`src/rtl/ddr3_axi_mport_arb.sv`:
```
// ddr3_axi_mport_arb: arbitrates NUM_PORTS AXI request channels onto the single ddr3_fsm
// command interface and splits each AXI burst into BURST_BEATS-beat commands tagged {port, id}.
// Ports: clock/reset (async, active-high); req_valid_i/req_ready_o/req_write_i/req_addr_i/
// req_id_i/req_len_i per-port request channels (packed, port p at slice p); mem_req_o/mem_ack_i
// command handshake with mem_wr_o/mem_last_o/mem_adr_o/mem_tid_o fields; busy_o while issuing.
module ddr3_axi_mport_arb #(
    parameter int NUM_PORTS    = 4,
    parameter int ADDR_BITS    = 25,
    parameter int AXI_ID_WIDTH = 4,
    parameter int BURST_BEATS  = 4,
    parameter int ARB_MODE     = 0,
    parameter int AGE_LIMIT    = 15,
    localparam int PB          = (NUM_PORTS > 2) ? $clog2(NUM_PORTS) : 1,
    localparam int TID         = PB + AXI_ID_WIDTH
) (
    input  logic                              clock,
    input  logic                              reset,
    input  logic [NUM_PORTS-1:0]              req_valid_i,
    output logic [NUM_PORTS-1:0]              req_ready_o,
    input  logic [NUM_PORTS-1:0]              req_write_i,
    input  logic [NUM_PORTS*ADDR_BITS-1:0]    req_addr_i,
    input  logic [NUM_PORTS*AXI_ID_WIDTH-1:0] req_id_i,
    input  logic [NUM_PORTS*8-1:0]            req_len_i,
    output logic                              mem_req_o,
    input  logic                              mem_ack_i,
    output logic                              mem_wr_o,
    output logic                              mem_last_o,
    output logic [ADDR_BITS-1:0]              mem_adr_o,
    output logic [TID-1:0]                    mem_tid_o,
    output logic                              busy_o
);
    localparam int SH = $clog2(BURST_BEATS);
    typedef enum logic {IDLE, ISSUE} state_t;
    state_t state;
    logic [PB-1:0] ptr, g, g_rr, g_pr;
    logic [7:0] age [NUM_PORTS];
    logic [7:0] cnt, len_g;
    // Round-robin searches from ptr; priority takes the lowest valid index, overridden by the
    // lowest aged index. Loops run high-to-low so the lowest candidate is assigned last.
    always_comb begin
        g_rr = '0;
        g_pr = '0;
        for (int i = NUM_PORTS - 1; i >= 0; i--) begin
            if (req_valid_i[(int'(ptr) + i) % NUM_PORTS]) g_rr = PB'((int'(ptr) + i) % NUM_PORTS);
            if (req_valid_i[i]) g_pr = PB'(i);
        end
        for (int i = NUM_PORTS - 1; i >= 0; i--)
            if (req_valid_i[i] && age[i] >= 8'(AGE_LIMIT)) g_pr = PB'(i);
    end
    assign g           = (ARB_MODE == 1) ? g_pr : g_rr;
    assign len_g       = req_len_i[g*8 +: 8];
    // Accept is combinational in IDLE and forced low while reset is held.
    assign req_ready_o = (!reset && state == IDLE && |req_valid_i) ? NUM_PORTS'(1) << g : '0;
    assign mem_req_o   = state == ISSUE;
    assign busy_o      = state == ISSUE;
    always_ff @(posedge clock or posedge reset) begin
        if (reset) begin
            state      <= IDLE;
            ptr        <= '0;
            cnt        <= '0;
            mem_wr_o   <= 1'b0;
            mem_last_o <= 1'b0;
            mem_adr_o  <= '0;
            mem_tid_o  <= '0;
            for (int p = 0; p < NUM_PORTS; p++) age[p] <= '0;
        end else begin
            for (int p = 0; p < NUM_PORTS; p++)
                age[p] <= (!req_valid_i[p] || req_ready_o[p]) ? 8'd0 : (age[p] == 8'hFF) ? age[p] : age[p] + 8'd1;
            if (state == IDLE) begin
                if (|req_valid_i) begin
                    state      <= ISSUE;
                    ptr        <= PB'((int'(g) + 1) % NUM_PORTS);
                    mem_wr_o   <= req_write_i[g];
                    mem_adr_o  <= req_addr_i[g*ADDR_BITS +: ADDR_BITS];
                    mem_tid_o  <= {g, req_id_i[g*AXI_ID_WIDTH +: AXI_ID_WIDTH]};
                    cnt        <= len_g >> SH;
                    mem_last_o <= (len_g >> SH) == 8'd0;
                end
            end else if (mem_ack_i) begin
                if (cnt == 8'd0) begin
                    state      <= IDLE;
                    mem_last_o <= 1'b0;
                end else begin
                    cnt        <= cnt - 8'd1;
                    mem_adr_o  <= mem_adr_o + ADDR_BITS'(BURST_BEATS);
                    mem_last_o <= cnt == 8'd1;
                end
            end
        end
    end
endmodule

```
`config.mk`:
```
export PLATFORM = sky130hd
export DESIGN_NAME = ddr3_axi_mport_arb
export DESIGN_NICKNAME = d
export VERILOG_FILES = /design/src/rtl/ddr3_axi_mport_arb.sv
export SDC_FILE = /design/constraint.sdc
export NUM_CORES = 1
export LEC_CHECK = 0
export BUFFER_PORTS_ARGS = -buffer_cell sky130_fd_sc_hd__buf_4
export CORE_ASPECT_RATIO = 0.6
export CORE_MARGIN = 3
export CORE_UTILIZATION = 30
export DETAILED_ROUTE_END_ITERATION = 10
export SLEW_MARGIN = 25
export SYNTH_ARGS = -nofsm -noshare
export SYNTH_HDL_FRONTEND = slang
export SYNTH_SLANG_ARGS = --single-unit
```
`constraint.sdc`:
```
create_clock -name clock -period 2.97 [get_ports clock]
set_input_delay 0.297 -clock clock [delete_from_list [all_inputs] [get_ports clock]]
set_output_delay 0.297 -clock clock [all_outputs]
set_load 0.01 [all_outputs]
```
==> key figures, run 1 <==
Timing
  – Worst slew margin: 0.5653
  – Slew Viols, Final: 0
  – Slew @ Worst Pin: 0.6521 ns
  – Clock skew: 0.006305 ns
  – Crit share post-route: 0.8944
  – RSZ-0062 raised after global routing: false
  – Fmax: 376.4 MHz
  – Post-layout worst setup margin: 0.3136 ns
  – Setup-failing EPs final: 0
  – Setup TNS: 0 ns
  – Minimum clock period: 2.656 ns
  – Final hold vios: 0

Global routing
  – Initial antenna violation count: 0
  – GR Overflow Total: 0
  – First-pass GRT wire length: 22.17 mm
  – Vias in the first global route: 4,198
  – Pin count of the biggest net entering global routing: 68
  – All-Layer GR Usage: 0.2022

Worst setup path
  – Reg2reg start: ptr[1]
  – Reg2reg end: mem_last_o
  – Critical-path top delay cell: buf_4
  – Cells on worst reg2reg path: 8
  – Crit path max fanout: 67
  – CP delay by family, top: buffers and inverters
  – WP data arrival: 2.36 ns
  – CP Cell Sequence: nand2_1 -> a311oi_1 -> or2_2 -> buf_4 -> ha_1 -> and3_1 -> buf_4
  – Critical Path Sink Type: output pin
  – CP required: 2.67 ns
  – CP Class: flip-flop to output pin
  – Flop-to-flop setup slack: 0.55 ns
  – CP Depth: 7
  – Most used cell, CP: buf_4
  – Critical Path Max Stage Delay: 0.53 ns
  – Buffers plus inverters on the worst setup path: 2
  – Startpoint type of the worst setup path: flip-flop

Synthesis
  – Post-Syn Nets: 685
  – Yosys cell types: 54
  – Fraction of the yosys area taken by sequential cells: 0.3032
  – Number of synthesized register bits: 44
  – Synthesis Warnings: 0
  – Post-Syn Instances: 518
  – Post-synthesis cell area: 3631 um^2
  – Syn_area_per_cell: 7.010 um^2

Floorplan
  – Die ar.: 13,500 um^2
  – Io pins: 198
  – Initial core utilization: 0.3141
  – Chip height: 91.22 um
  – Die Wd: 148.0 um
  – Row count: 30
  – Core box area: 11,560 um^2

Route
  – Antenna-violating nets left: 0
  – Final wirelength: 13.82 mm
  – Pre-Repair DR Iteration Count: 5
  – 1st-iter DRT viols: 366
  – Drc violations: 0
  – Wire per inst: 16.24 um
  – Via count: 4,288
  – Vias per Instance: 5.039

Pwr
  – Worst VDD drop: 261.1 uV
  – Leakage: 2.615 nW
  – Power Density: 640.7 nW/um^2

Placed design
  – Detailed placement HPWL: 10.58 mm
  – Placed cells: 843
  – Port Buffers: 189
  – Placer Congestion: 0.8449
  – Setup WS pre-CTS: 0.5668 ns

CTS
  – Latest clock arrival within the worst-skew pair: 0.28 ns
  – CTS tree: yes
  – Clock buffer depth: 2
  – Clock buffer count from CTS: 5
  – Postcts setup bufs: 0
  – Clk slew on worst S/H paths: 0.06 ns
  – TritonCTS Sinks: 44
  – Htree depth: 2
  – PostCTS Resize Cnt: 0
  – Hold-fix buffers, CTS: 0
  – Clk root buf: clkbuf_16

Final layout
  – Most frequent cells in the layout: buf_4 (200), nand2_1 (163), nand3_1 (72)
  – ANT cells: 0
  – Commonest non-fill, non-tap cell in the layout: buf_4
  – Fillers: 1,199
  – Final Non-Filler Cells: 851
  – Footprint of the multi-input gates: 2313 um^2
  – Register area: 1101 um^2
  – Number of nets in the layout: 857
  – Share of post-route cells with drive strength above 1: 0.3271
  – P&R area growth vs syn: 45.93%

Flow run
  – Max Cap Viol: 0

Min path
  – Type of the worst min-delay path: input pin to asynchronous set/reset pin

Run status
  – Status: finished, final reports clean
==> power breakdown <==
group / leakage [nW] / internal, mW / switching, mW / total [mW]
clock network: 0.0712 / 0.336 / 0.222 / 0.558
registers: 0.516 / 0.812 / 0.219 / 1.03
logic: 2.03 / 0.784 / 1.02 / 1.81
total: 2.61 / 1.93 / 1.46 / 3.40
==> registers in the layout, summed over array words and instances, names as in the netlist <==
signal      cells
mem_tid_o       6
ptr             2
mem_wr_o        1
mem_adr_o      25
mem_last_o      1
busy_o          1
cnt             8
==> through the flow <==
stage	instance area, um^2	power [mW]	util	hold WS, ns
2_1_floorplan	3631	2.137	-	0.4957
3_3_place_gp	5152	2.801	0.4457	0.4736
3_5_place_dp	5152	2.850	0.4457	0.4783
4_1_cts	5299	3.419	0.4583	0.2382
5_1_grt	5299	3.695	0.4583	0.2733
6_report	5299	3.395	0.4583	0.2248
==> cells by family (layout without fill, tap and decap cells) <==
group                    count (synthesis)  after routing  synth area share
XOR/XNOR                                 5              5           0.01206
buffers and inverters                   44            217           0.06030
AO/OA/AOI/OAI                           92             92            0.1720
AND/OR/NAND/NOR                        311            311            0.3849
multiplexers                            14             14           0.03997
adder cells (fa/ha/maj)                  8              8           0.02757
flip-flops                              44             44            0.3032
==> final cells by class <==
| cell class | instances | share of cell area |
|---|---|---|
| Clock buffer | 8 | 0.02763 |
| Sequential cell | 44 | 0.2078 |
| Multi-Input combinational cell | 430 | 0.4366 |
| Timing Repair Buffer | 200 | 0.2834 |
| Inverter | 9 | 0.006848 |
| Tap cell | 160 | 0.03778 |
==> tightest hold or removal path, stage by stage <==
cell and delay (ns):
buf_4 0.11, inv_2 0.07, buf_4 0.49
==> Yosys cell counts (all sizes together) <==
| cell type | n | area, um^2 |
|---|---|---|
| a211o | 1 | 8.760 |
| a211oi | 12 | 117.6 |
| a21o | 4 | 30.03 |
| a21oi | 28 | 140.1 |
| a222oi | 1 | 10.01 |
| a22oi | 1 | 7.510 |
| a311oi | 3 | 26.28 |
| a31o | 2 | 17.52 |
| a31oi | 3 | 25.02 |
| a32oi | 3 | 26.28 |
| and2 | 2 | 12.51 |
| and2b | 1 | 7.510 |
| and3 | 17 | 111.4 |
| and4 | 3 | 26.28 |
| buf | 21 | 130.1 |
| clkbuf | 14 | 52.55 |
| dfrtp | 44 | 1101 |
| ha | 8 | 100.1 |
| inv | 9 | 36.29 |
| mux2 | 4 | 45.04 |
| mux2i | 10 | 100.1 |
| nand2 | 163 | 611.8 |
| nand2b | 4 | 25.02 |
| nand3 | 72 | 360.4 |
| nand4 | 5 | 31.28 |
| nor2 | 26 | 105.1 |
| nor2b | 2 | 12.51 |
| nor3 | 10 | 50.05 |
| nor3b | 1 | 7.510 |
| nor4 | 3 | 18.77 |
| o21ai | 25 | 125.1 |
| o221ai | 1 | 8.760 |
| o22a | 2 | 17.52 |
| o2bb2ai | 1 | 8.760 |
| o311ai | 2 | 17.52 |
| o31ai | 1 | 12.51 |
| o32ai | 2 | 25.03 |
| or2 | 1 | 6.260 |
| or4 | 1 | 11.26 |
| xnor2 | 2 | 17.52 |
| xor2 | 3 | 26.28 |
==> layer usage <==
| layer | up-vias | wire length, um | global-route usage | part of all wire |
|---|---|---|---|---|
| met5 | - | 0 | 0 | 0 |
| met4 | 0 | 48 | 0.02690 | 0.0035 |
| met3 | 5 | 1184 | 0.05187 | 0.086 |
| met2 | 141 | 5818 | 0.3047 | 0.42 |
| met1 | 1986 | 6766 | 0.2980 | 0.49 |
| li1 | 2156 | - | - | - |
==> worst max path at each step <==
stage                           to  slack (ns)      startpoint
floorplan           req_ready_o[2]        0.89  req_valid_i[2]
global placement        mem_last_o        0.68  req_valid_i[2]
detailed placement      mem_last_o        0.57  req_valid_i[2]
CTS                 req_ready_o[0]        0.33          ptr[1]
global route        req_ready_o[1]        0.14          ptr[1]
finish              req_ready_o[0]        0.31          ptr[1]
No activity file was read; power rests on OpenSTA's default activity.
==> run 2: changes to the inputs <==
- CORE_MARGIN: 3 -> default
- PLACE_DENSITY: default -> 0.56
==> key figures, run 2 (synthesized netlist as in run 1, its figures left out) <==
CTS
  – Clock buffer count from CTS: 5
  – Latest clock arrival within the worst-skew pair: 0.29 ns
  – PostCTS Resize Cnt: 0
  – Clk slew on worst S/H paths: 0.06 ns
  – CTS tree: yes
  – Htree depth: 2
  – TritonCTS Sinks: 44
  – Clk root buf: clkbuf_16
  – Clock buffer depth: 2

Final layout
  – P&R area growth vs syn: 47.76%
  – Share of post-route cells with drive strength above 1: 0.3304
  – Final standard cell area without fillers: 5365 um^2
  – ANT cells: 0
  – Commonest non-fill, non-tap cell in the layout: buf_4
  – Top reg by flops: mem_adr_o
  – Fillers: 1,164
  – Number of nets in the layout: 859
  – Largest regs: mem_adr_o (25), cnt (8), mem_tid_o (6)
  – Max reg flops: 25
  – Most frequent cells in the layout: buf_4 (200), nand2_1 (163), nand3_1 (72)

Timing
  – Crit share post-route: 0.8560
  – Setup-failing EPs final: 0
  – Setup TNS: 0 ns
  – Minimum clock period: 2.542 ns
  – Worst slew margin: 0.5685
  – Slew Viols, Final: 0
  – Slew @ Worst Pin: 0.6413 ns
  – Final hold vios: 0
  – RSZ-0062 raised after global routing: false
  – Min Hold Slack: 0.3680 ns
  – Fmax: 393.3 MHz
  – Clock skew: 0.005029 ns

Route
  – Pre-Repair DR Iteration Count: 4
  – Final wirelength: 13.76 mm
  – Vias per Instance: 5.034
  – Wire per inst: 16.13 um
  – Via count: 4,294
  – Drc violations: 0
  – 1st-iter DRT viols: 315
  – Antenna-violating nets left: 0

Worst setup path
  – Critical Path Max Stage Delay: 0.47 ns
  – Buffers plus inverters on the worst setup path: 2
  – Crit path max fanout: 54
  – CP delay by family, top: buffers and inverters
  – CP required: 2.67 ns
  – CP Cell Sequence: nand2_1 -> a311oi_1 -> or2_2 -> inv_4 -> ha_1 -> and3_1 -> buf_4
  – CP Class: flip-flop to output pin
  – Critical Path Sink Type: output pin
  – Startpoint type of the worst setup path: flip-flop
  – Flop-to-flop setup slack: 0.62 ns
  – Critical-path top delay cell: inv_4
  – WP data arrival: 2.25 ns

Floorplan
  – Row count: 30
  – Die Wd: 144.0 um
  – Die ar.: 12,560 um^2
  – Initial core utilization: 0.3151
  – Chip height: 87.22 um
  – Core box area: 11,520 um^2
  – Io pins: 198

Run status
  – Status: finished, final reports clean

Global routing
  – Vias in the first global route: 4,064
  – GR Overflow Total: 0
  – Initial antenna violation count: 0
  – Pin count of the biggest net entering global routing: 68
  – First-pass GRT wire length: 21.36 mm
  – All-Layer GR Usage: 0.2224

Pwr
  – Power Density: 661.3 nW/um^2
  – Worst VDD drop: 318.7 uV
  – Leakage: 2.648 nW
  – Pwr Total: 3.548 mW

Flow run
  – Max Cap Viol: 0

Placed design
  – Placer Congestion: 0.8128
  – Detailed placement HPWL: 10.50 mm
  – Port Buffers: 189
  – Cell Area, Placed: 5172 um^2

Min path
  – Type of the worst min-delay path: input pin to flip-flop
run 2: changes by cell type in the layout (fill, tap and decap cells not counted):
cell | before | now
bufinv_16 | 0 | 1
buf_12 | 0 | 1
dlygate4sd3_1 | 0 | 1
clkbuf_1 | 2 | 0
clkbuf_8 | 1 | 2
run 2: through the flow:
| stage | cells | setup slack (ns) | util |
|---|---|---|---|
| 6_report | 853 | 0.4275 | 0.4656 |
| 5_1_grt | 853 | 0.3078 | 0.4656 |
| 4_1_cts | 853 | 0.4113 | 0.4656 |
| 3_5_place_dp | 844 | 0.5787 | 0.4489 |
| 3_3_place_gp | 844 | 0.6509 | 0.4489 |
| 2_1_floorplan | 518 | 0.8904 | - |
run 2: metal layers:
layer | track usage | vias to the layer above | part of all wire | routed length (um)
met3 | 0.05168 | 4 | 0.078 | 1069
met1 | 0.3204 | 1988 | 0.51 | 7022
met2 | 0.3439 | 148 | 0.41 | 5614
met5 | 0 | - | 0 | 0
li1 | - | 2154 | - | -
met4 | 0.02901 | 0 | 0.0036 | 49
run 2: repair_timing:
| action | CTS | global route |
|---|---|---|
| buffers inserted | 0 | 0 |
| endpoints found under the hold margin | 3 | 0 |
| hold buffers | 1 | 0 |
run 2: report_power, final:
group          internal (mW)  switching [mW]  total, mW  leakage (nW)
Combinational          0.804            1.02       1.82          2.04
Clock                  0.443           0.240      0.683        0.0901
Sequential             0.811           0.232       1.04         0.516
Total                   2.06            1.49       3.55          2.65
run 2: path summary, 6_finish.rpt:
kind                                     from             end  cells past startpoint
max in group asynchronous               reset   mem_adr_o[20]                      4
worst max-delay path                   ptr[1]  req_ready_o[3]                      7
worst max register to register         ptr[1]      mem_last_o                      8
worst min register to register       mem_wr_o        mem_wr_o                      2
worst min-delay path            req_addr_i[1]    mem_adr_o[1]                      5
min in group asynchronous               reset        mem_wr_o                      3
run 2: area by class of cell:
type	instances	area, um^2	area share
timing repair buffer	202	1531	0.2854
sequential	44	1101	0.2052
clock inverter	1	30.03	0.005597
inverter	9	36.28	0.006763
tap	160	200.2	0.03731
multi-input combinational	430	2313	0.4312
clock buffer	7	152.6	0.02845
run 2: worst reg2reg max path, delay by kind of cell (launching register included):
kind	cells	cell delay, ns
simple gates	3	0.54
mux	2	0.49
buf+inv	1	0.47
flops	1	0.45
compound gates	2	0.32
